==> config.mk <==
export PLATFORM = sky130hd
export DESIGN_NAME = sel_nw_rr_flat
export DESIGN_NICKNAME = d
export VERILOG_FILES = /design/src/rtl/sel_nw_rr_if.sv /design/src/rtl/sel_nw_rr.sv /design/src/flat_wrapper.sv
export SDC_FILE = /design/constraint.sdc
export NUM_CORES = 1
export LEC_CHECK = 0
export BUFFER_PORTS_ARGS = -buffer_cell sky130_fd_sc_hd__buf_2
export CORE_UTILIZATION = 41
export CTS_BUF_LIST = sky130_fd_sc_hd__clkbuf_8 sky130_fd_sc_hd__clkbuf_16
export DETAILED_ROUTE_END_ITERATION = 8
export HOLD_SLACK_MARGIN = 0.06
export PLACE_DENSITY = 0.79
export SLEW_MARGIN = 20
export SYNTH_ARGS = -nofsm -noshare
export SYNTH_HDL_FRONTEND = slang
export SYNTH_SLANG_ARGS = --single-unit
==> constraint.sdc <==
create_clock -name clk_i -period 4.2 [get_ports clk_i]
set_input_delay 0.63 -clock clk_i [delete_from_list [all_inputs] [get_ports clk_i]]
set_output_delay 0.63 -clock clk_i [all_outputs]
set_load 0.01 [all_outputs]
==> src/rtl/sel_nw_rr_if.sv <==
// rtl/sel_nw_rr_if.sv - channel/consumer bundle for the N-channel registered selector
//
// Purpose: groups the producer-side channel signals and the consumer-side output
// stream of sel_nw_rr into one interface.
//   in_data  N*W  channel data, channel k in bits [k*W +: W]
//   req      N    per-channel request
//   gnt      N    one-hot grant (combinational, from the selector)
//   mode     1    0 = direct select, 1 = round-robin
//   sel      SW   channel index for direct mode
//   out_data W    registered selected word
//   out_ch   SW   channel index of the held word
//   out_vld  1    held word is valid
//   out_rdy  1    consumer accepts the held word this cycle
//   out_par  1    even parity of out_data (only with SEL_PARITY_EN)
// Modports: master = producers/consumer side, slave = selector.
// Optional feature macro: SEL_PARITY_EN.
interface sel_nw_rr_if #(
   parameter int W  = 8,
   parameter int N  = 4,
   parameter int SW = 2
);
   logic [N*W-1:0] in_data;
   logic [N-1:0]   req;
   logic [N-1:0]   gnt;
   logic           mode;
   logic [SW-1:0]  sel;
   logic [W-1:0]   out_data;
   logic [SW-1:0]  out_ch;
   logic           out_vld;
   logic           out_rdy;
`ifdef SEL_PARITY_EN
   logic           out_par;

   modport master (
      output in_data, req, mode, sel, out_rdy,
      input  gnt, out_data, out_ch, out_vld, out_par
   );

   modport slave (
      input  in_data, req, mode, sel, out_rdy,
      output gnt, out_data, out_ch, out_vld, out_par
   );
`else
   modport master (
      output in_data, req, mode, sel, out_rdy,
      input  gnt, out_data, out_ch, out_vld
   );

   modport slave (
      input  in_data, req, mode, sel, out_rdy,
      output gnt, out_data, out_ch, out_vld
   );
`endif
endinterface

==> src/rtl/sel_nw_rr.sv <==
// rtl/sel_nw_rr.sv - N-channel W-bit registered selector with direct and round-robin modes
//
// Purpose: picks one requesting channel per cycle (direct via sel, or round-robin
// from an internal pointer), grants it, and registers its word into a one-deep
// output stage with valid/ready back-pressure.
// Ports:
//   clk_i   rising-edge clock
//   rst_i   asynchronous active-high reset
//   bus_io  sel_nw_rr_if.slave (channel data/requests/grants, mode/sel, output stream)
// Optional feature macro: SEL_PARITY_EN adds out_par = ^out_data, registered with it.
module sel_nw_rr #(
   parameter int W  = 8,
   parameter int N  = 4,
   parameter int SW = 2
) (
   input  logic        clk_i,
   input  logic        rst_i,
   sel_nw_rr_if.slave  bus_io
);

   logic [W-1:0]  out_q,    out_d;
   logic [SW-1:0] out_ch_q, out_ch_d;
   logic          out_vld_q, out_vld_d;
   logic [SW-1:0] ptr_q,    ptr_d;
`ifdef SEL_PARITY_EN
   logic          out_par_q, out_par_d;
`endif

   logic          load_ok;
   logic          cand_vld;
   logic [SW-1:0] cand_ch;
   logic [W-1:0]  cand_data;
   logic [N-1:0]  gnt;
   logic [SW:0]   rr_sum;
   logic [SW-1:0] rr_idx;

   assign load_ok = ~out_vld_q | bus_io.out_rdy;

   // Candidate search. In round-robin the scan starts at ptr_q and wraps at N
   // (not at 2^SW), so the index is reduced modulo N by a single subtract.
   always_comb begin
      cand_vld = 1'b0;
      cand_ch  = '0;
      rr_sum   = '0;
      rr_idx   = '0;
      if (!bus_io.mode) begin
         // sel >= N never matches any k, so it yields no candidate.
         for (int k = 0; k < N; k++) begin
            if (bus_io.sel == SW'(k) && bus_io.req[k]) begin
               cand_vld = 1'b1;
               cand_ch  = SW'(k);
            end
         end
      end else begin
         for (int k = 0; k < N; k++) begin
            rr_sum = {1'b0, ptr_q} + (SW+1)'(k);
            if (rr_sum >= (SW+1)'(N)) begin
               rr_sum = rr_sum - (SW+1)'(N);
            end
            rr_idx = rr_sum[SW-1:0];
            if (!cand_vld && bus_io.req[rr_idx]) begin
               cand_vld = 1'b1;
               cand_ch  = rr_idx;
            end
         end
      end
   end

   always_comb begin
      cand_data = '0;
      for (int k = 0; k < N; k++) begin
         if (cand_ch == SW'(k)) begin
            cand_data = bus_io.in_data[k*W +: W];
         end
      end
   end

   // Grant is forced low during reset so no word is consumed upstream while
   // the output stage is being cleared.
   always_comb begin
      gnt = '0;
      if (!rst_i && load_ok && cand_vld) begin
         for (int k = 0; k < N; k++) begin
            if (cand_ch == SW'(k)) begin
               gnt[k] = 1'b1;
            end
         end
      end
   end

   assign bus_io.gnt = gnt;

   always_comb begin
      out_d     = out_q;
      out_ch_d  = out_ch_q;
      out_vld_d = out_vld_q;
      ptr_d     = ptr_q;
      if (gnt != '0) begin
         out_d     = cand_data;
         out_ch_d  = cand_ch;
         out_vld_d = 1'b1;
         if (bus_io.mode) begin
            ptr_d = (cand_ch == SW'(N-1)) ? '0 : cand_ch + SW'(1);
         end
      end else if (load_ok) begin
         // Slot is free (or being emptied) and nothing to load: drain.
         out_vld_d = 1'b0;
      end
   end

`ifdef SEL_PARITY_EN
   assign out_par_d = ^out_d;
`endif

   always_ff @(posedge clk_i or posedge rst_i) begin
      if (rst_i) begin
         out_q     <= '0;
         out_ch_q  <= '0;
         out_vld_q <= 1'b0;
         ptr_q     <= '0;
`ifdef SEL_PARITY_EN
         out_par_q <= 1'b0;
`endif
      end else begin
         out_q     <= out_d;
         out_ch_q  <= out_ch_d;
         out_vld_q <= out_vld_d;
         ptr_q     <= ptr_d;
`ifdef SEL_PARITY_EN
         out_par_q <= out_par_d;
`endif
      end
   end

   assign bus_io.out_data = out_q;
   assign bus_io.out_ch   = out_ch_q;
   assign bus_io.out_vld  = out_vld_q;
`ifdef SEL_PARITY_EN
   assign bus_io.out_par  = out_par_q;
`endif

endmodule
==> src/flat_wrapper.sv <==
// flat-port wrapper written by rule: the top's interface ports become plain ports
module sel_nw_rr_flat 
#(
   parameter int W  = 8,
   parameter int N  = 4,
   parameter int SW = 2
)
  (clk_i, rst_i, bus_io_in_data, bus_io_req, bus_io_mode, bus_io_sel, bus_io_out_rdy, bus_io_gnt, bus_io_out_data, bus_io_out_ch, bus_io_out_vld);
  sel_nw_rr_if #(.W(W), .N(N), .SW(SW)) bus_io_i ();
  input  logic clk_i;
  input  logic rst_i;
  input wire logic [$bits(bus_io_i.in_data)-1:0] bus_io_in_data;
  input wire logic [$bits(bus_io_i.req)-1:0] bus_io_req;
  input wire logic [$bits(bus_io_i.mode)-1:0] bus_io_mode;
  input wire logic [$bits(bus_io_i.sel)-1:0] bus_io_sel;
  input wire logic [$bits(bus_io_i.out_rdy)-1:0] bus_io_out_rdy;
  output wire logic [$bits(bus_io_i.gnt)-1:0] bus_io_gnt;
  output wire logic [$bits(bus_io_i.out_data)-1:0] bus_io_out_data;
  output wire logic [$bits(bus_io_i.out_ch)-1:0] bus_io_out_ch;
  output wire logic [$bits(bus_io_i.out_vld)-1:0] bus_io_out_vld;
  assign bus_io_i.in_data = bus_io_in_data;
  assign bus_io_i.req = bus_io_req;
  assign bus_io_i.mode = bus_io_mode;
  assign bus_io_i.sel = bus_io_sel;
  assign bus_io_i.out_rdy = bus_io_out_rdy;
  assign bus_io_gnt = bus_io_i.gnt;
  assign bus_io_out_data = bus_io_i.out_data;
  assign bus_io_out_ch = bus_io_i.out_ch;
  assign bus_io_out_vld = bus_io_i.out_vld;
  sel_nw_rr #(.W(W), .N(N), .SW(SW)) u_core (.clk_i(clk_i), .rst_i(rst_i), .bus_io(bus_io_i));
endmodule
==> flow_summary.json <==
{
  "dp.final_hpwl_mm": 2.13,
  "reg2reg_to": "u_core.bus_io.out_data[4]",
  "grt_pass1_vias": 1087,
  "cts-root-buf": "clkbuf_8",
  "post-cts-setup-buffers": 0,
  "syn_nets": 156,
  "port_buffers": 56,
  "p_leak_nw": 0.696,
  "timing_worst_slew_pin_value_ns": 0.603,
  "synth_top_area_share_pct": 31.1,
  "grt_setup_unrepaired": "false",
  "synthesis.instances": 110,
  "worst_slew_margin_pct": 59.7,
  "worst_path_max_stage_delay_ns": 0.60,
  "required_ns": 4.32,
  "wirelength_mm": 2.80,
  "core_um2": 2300,
  "die_width_um": 52.5,
  "setup_total_negative_slack_ns": 0,
  "crit-reg2reg-launch": "u_core.ptr_q[0]",
  "ys_async_sr_fraction_pct": 100,
  "ff2ff_path_depth": 8,
  "timing.clock.skew_ns": 0.000687,
  "clock_sinks": 13,
  "cts_resized": 0,
  "timing.reg2reg.setup_slack_ns": 1.22,
  "worstSetupEndpointType": "flip-flop",
  "hold_class": "input pin to asynchronous set/reset pin",
  "crit_start": "bus_io_req[2]",
  "syn_avg_cell_area_um2": 9.51,
  "boundaryPins": 57,
  "drc_errors": 0,
  "design.die.area_um2": 2760,
  "syn_area_um2": 1050,
  "critical_path_arrival_ns": 3.25,
  "postSynthRegisterBits": 13,
  "numCtsBuffers": 3,
  "endpoint": "u_core.bus_io.out_data[4]",
  "timing_max_transition_violations_final": 0,
  "wl_per_cell_um": 14.5,
  "clkSlewWorstSetupHoldPaths_ns": 0.05,
  "min_period_over_period_pct": 74.4,
  "yosys.area_share.xor_xnor_pct": 0,
  "outcome": "finished, final reports clean",
  "grt_overflow": 0,
  "detailed_place.area_um2": 1340,
  "insertion_delay_ns": 0.24,
  "post_synth_mux_area_share_pct": 17.8,
  "yosys_warnings": 0,
  "synth-compound-area-share_pct": 19.7,
  "drt-initial-drc-count": 9,
  "cellPowerDensity_nw_per_um2": 511,
  "synthSimpleGateAreaFrac_pct": 21.9,
  "globalplace.congestion": 0.810,
  "synth.top_cells.by_area": "dfrtp_1, mux2_4, nor2b_1",
  "final_period_minus_worst_setup_slack_ns": 3.12,
  "ctsLongestPathBuffers": 2,
  "timing.critical_path.slowest_stage_cell": "ha_1",
  "die-height_um": 52.5,
  "critical_path_peak_fanout": 18,
  "postLayoutCellArea_um2": 1380,
  "maxClockFrequency_mhz": 320,
  "power.ir.vdd_worst_mv": 0.253,
  "startpoint_type": "input pin",
  "cap_violations": 0,
  "initial_core_util_pct": 45.5,
  "nNetsFinal": 212,
  "worstPathCellList": "buf_2, nor2b_1, a311oi_1, o32ai_1, ha_1, nor4_1, nor3_1, and3_4, mux2_2",
  "drt-vias-per-instance": 5.59,
  "h-tree-depth": 1,
  "layout_cell_share_with_drive_strength_beyond_1_pct": 46.1,
  "setup-violations-final": 0,
  "combinational_family_with_the_most_area_after_synthesis": "simple AND/OR/NAND/NOR gates",
  "synth_top_cell_by_area": "dfrtp_1",
  "synthDistinctLibCells": 34,
  "grt_antenna_before_repair": 0,
  "synth_adder_area_share_pct": 4.78,
  "postCtsHoldBufs": 0,
  "fillerInstances": 215,
  "multi_input_comb_area_um2": 672,
  "top_flip_flop_cell_by_instance_count_after_synthesis": "dfrtp_1",
  "rows": 17,
  "via_count": 1078,
  "first_pass_grt_wire_length_mm": 4.24,
  "most_common_library_cells_after_synthesis": "dfrtp_1, nand2_1, nor2b_1",
  "ant_diodes": 0,
  "seqCellArea_um2": 325,
  "count_of_flip_flops_with_a_built_in_enable_after_synthesis": 0,
  "tritoncts": "built",
  "track_usage_pct": 21.4,
  "dr.pass1.iters": 4,
  "ant_nets": 0,
  "finalHoldViolCount": 0,
  "syn2layout_area_growth_pct": 32.3,
  "critical_path_class": "input pin to flip-flop",
  "synth_sequential_area_ratio_pct": 31.1,
  "grt_max_degree": 19
}
==> layer usage <==
metal	share of wire [%]	track usage (%)
met1	41	20.9
met2	52	42.0
met3	6.6	4.06
met4	0.79	9.65
met5	0	0
==> through the flow <==
step           std cells  util (%)  setup slack [ns]  total power [W]  hold slack [ns]
5_1_grt              193      60.2             0.813         0.000757            0.477
3_3_place_gp         189      58.3              1.00         0.000589            0.493
2_1_floorplan        110         -              1.42         0.000482            0.495
6_report             193      60.2              1.08         0.000707            0.429
3_5_place_dp         189      58.3             0.817         0.000600            0.495
4_1_cts              193      60.2              1.06         0.000712            0.444
==> worst min path at each step <==
stage	start	endpoint	depth (start not counted)
detailed placement	u_core.bus_io.out_data[3]	u_core.bus_io.out_data[3]	1
finish	rst_i	u_core.bus_io.out_ch[0]	2
global placement	u_core.bus_io.out_data[4]	u_core.bus_io.out_data[4]	1
global route	rst_i	u_core.bus_io.out_data[1]	2
CTS	rst_i	u_core.ptr_q[1]	2
floorplan	u_core.ptr_q[0]	u_core.ptr_q[0]	1
==> sequential cells by signal, indices dropped and copies added (netlist names) <==
register	cells
u_core.bus_io.out_data	8
u_core.bus_io.out_ch	2
u_core.ptr_q	2
u_core.bus_io.out_vld	1
==> power by group <==
group | switching [W] | total, W | internal, W
registers | 0.0000368 | 0.000221 | 0.000185
logic | 0.000177 | 0.000378 | 0.000201
clock network | 0.0000426 | 0.000107 | 0.0000644
total | 0.000256 | 0.000707 | 0.000450
==> placed cells by master, fill, tap and decap left out, types with 2 or more instances in the layout <==
master    instances
nand2b_1          2
ha_1              4
mux2_2            3
o21ai_0           3
inv_1             6
nor2b_1          10
buf_2            56
a21oi_1           3
mux2_4            8
o31ai_1           7
dfrtp_1          13
clkbuf_8          3
nand2_1          13
and2_1            5
a221oi_1          7
a31oi_1           2
nor4_1            2
==> layout make-up <==
class | count | area share (%)
Clock buffer | 3 | 2.98
Clock inverter | 1 | 0.271
Inverter | 5 | 1.36
Multi-Input combinational cell | 86 | 48.6
Sequential cell | 13 | 23.5
Tap cell | 28 | 2.53
Timing Repair Buffer | 57 | 20.8
==> cells by family after synthesis <==
family          after synthesis
compound gates               28
simple gates                 41
flops                        13
buf+inv                      11
mux                          13
fa+ha+maj                     4
==> worst max-delay path, delay by kind of cell <==
| kind | cells | cell delay [ns] |
|---|---|---|
| adders and majority gates | 1 | 0.60 |
| buffers and inverters | 1 | 0.13 |
| and+or+nand+nor | 4 | 0.92 |
| muxes | 1 | 0.36 |
| AOI/OAI and AO/OA | 2 | 0.60 |
Power figures use the tool's default switching activity.
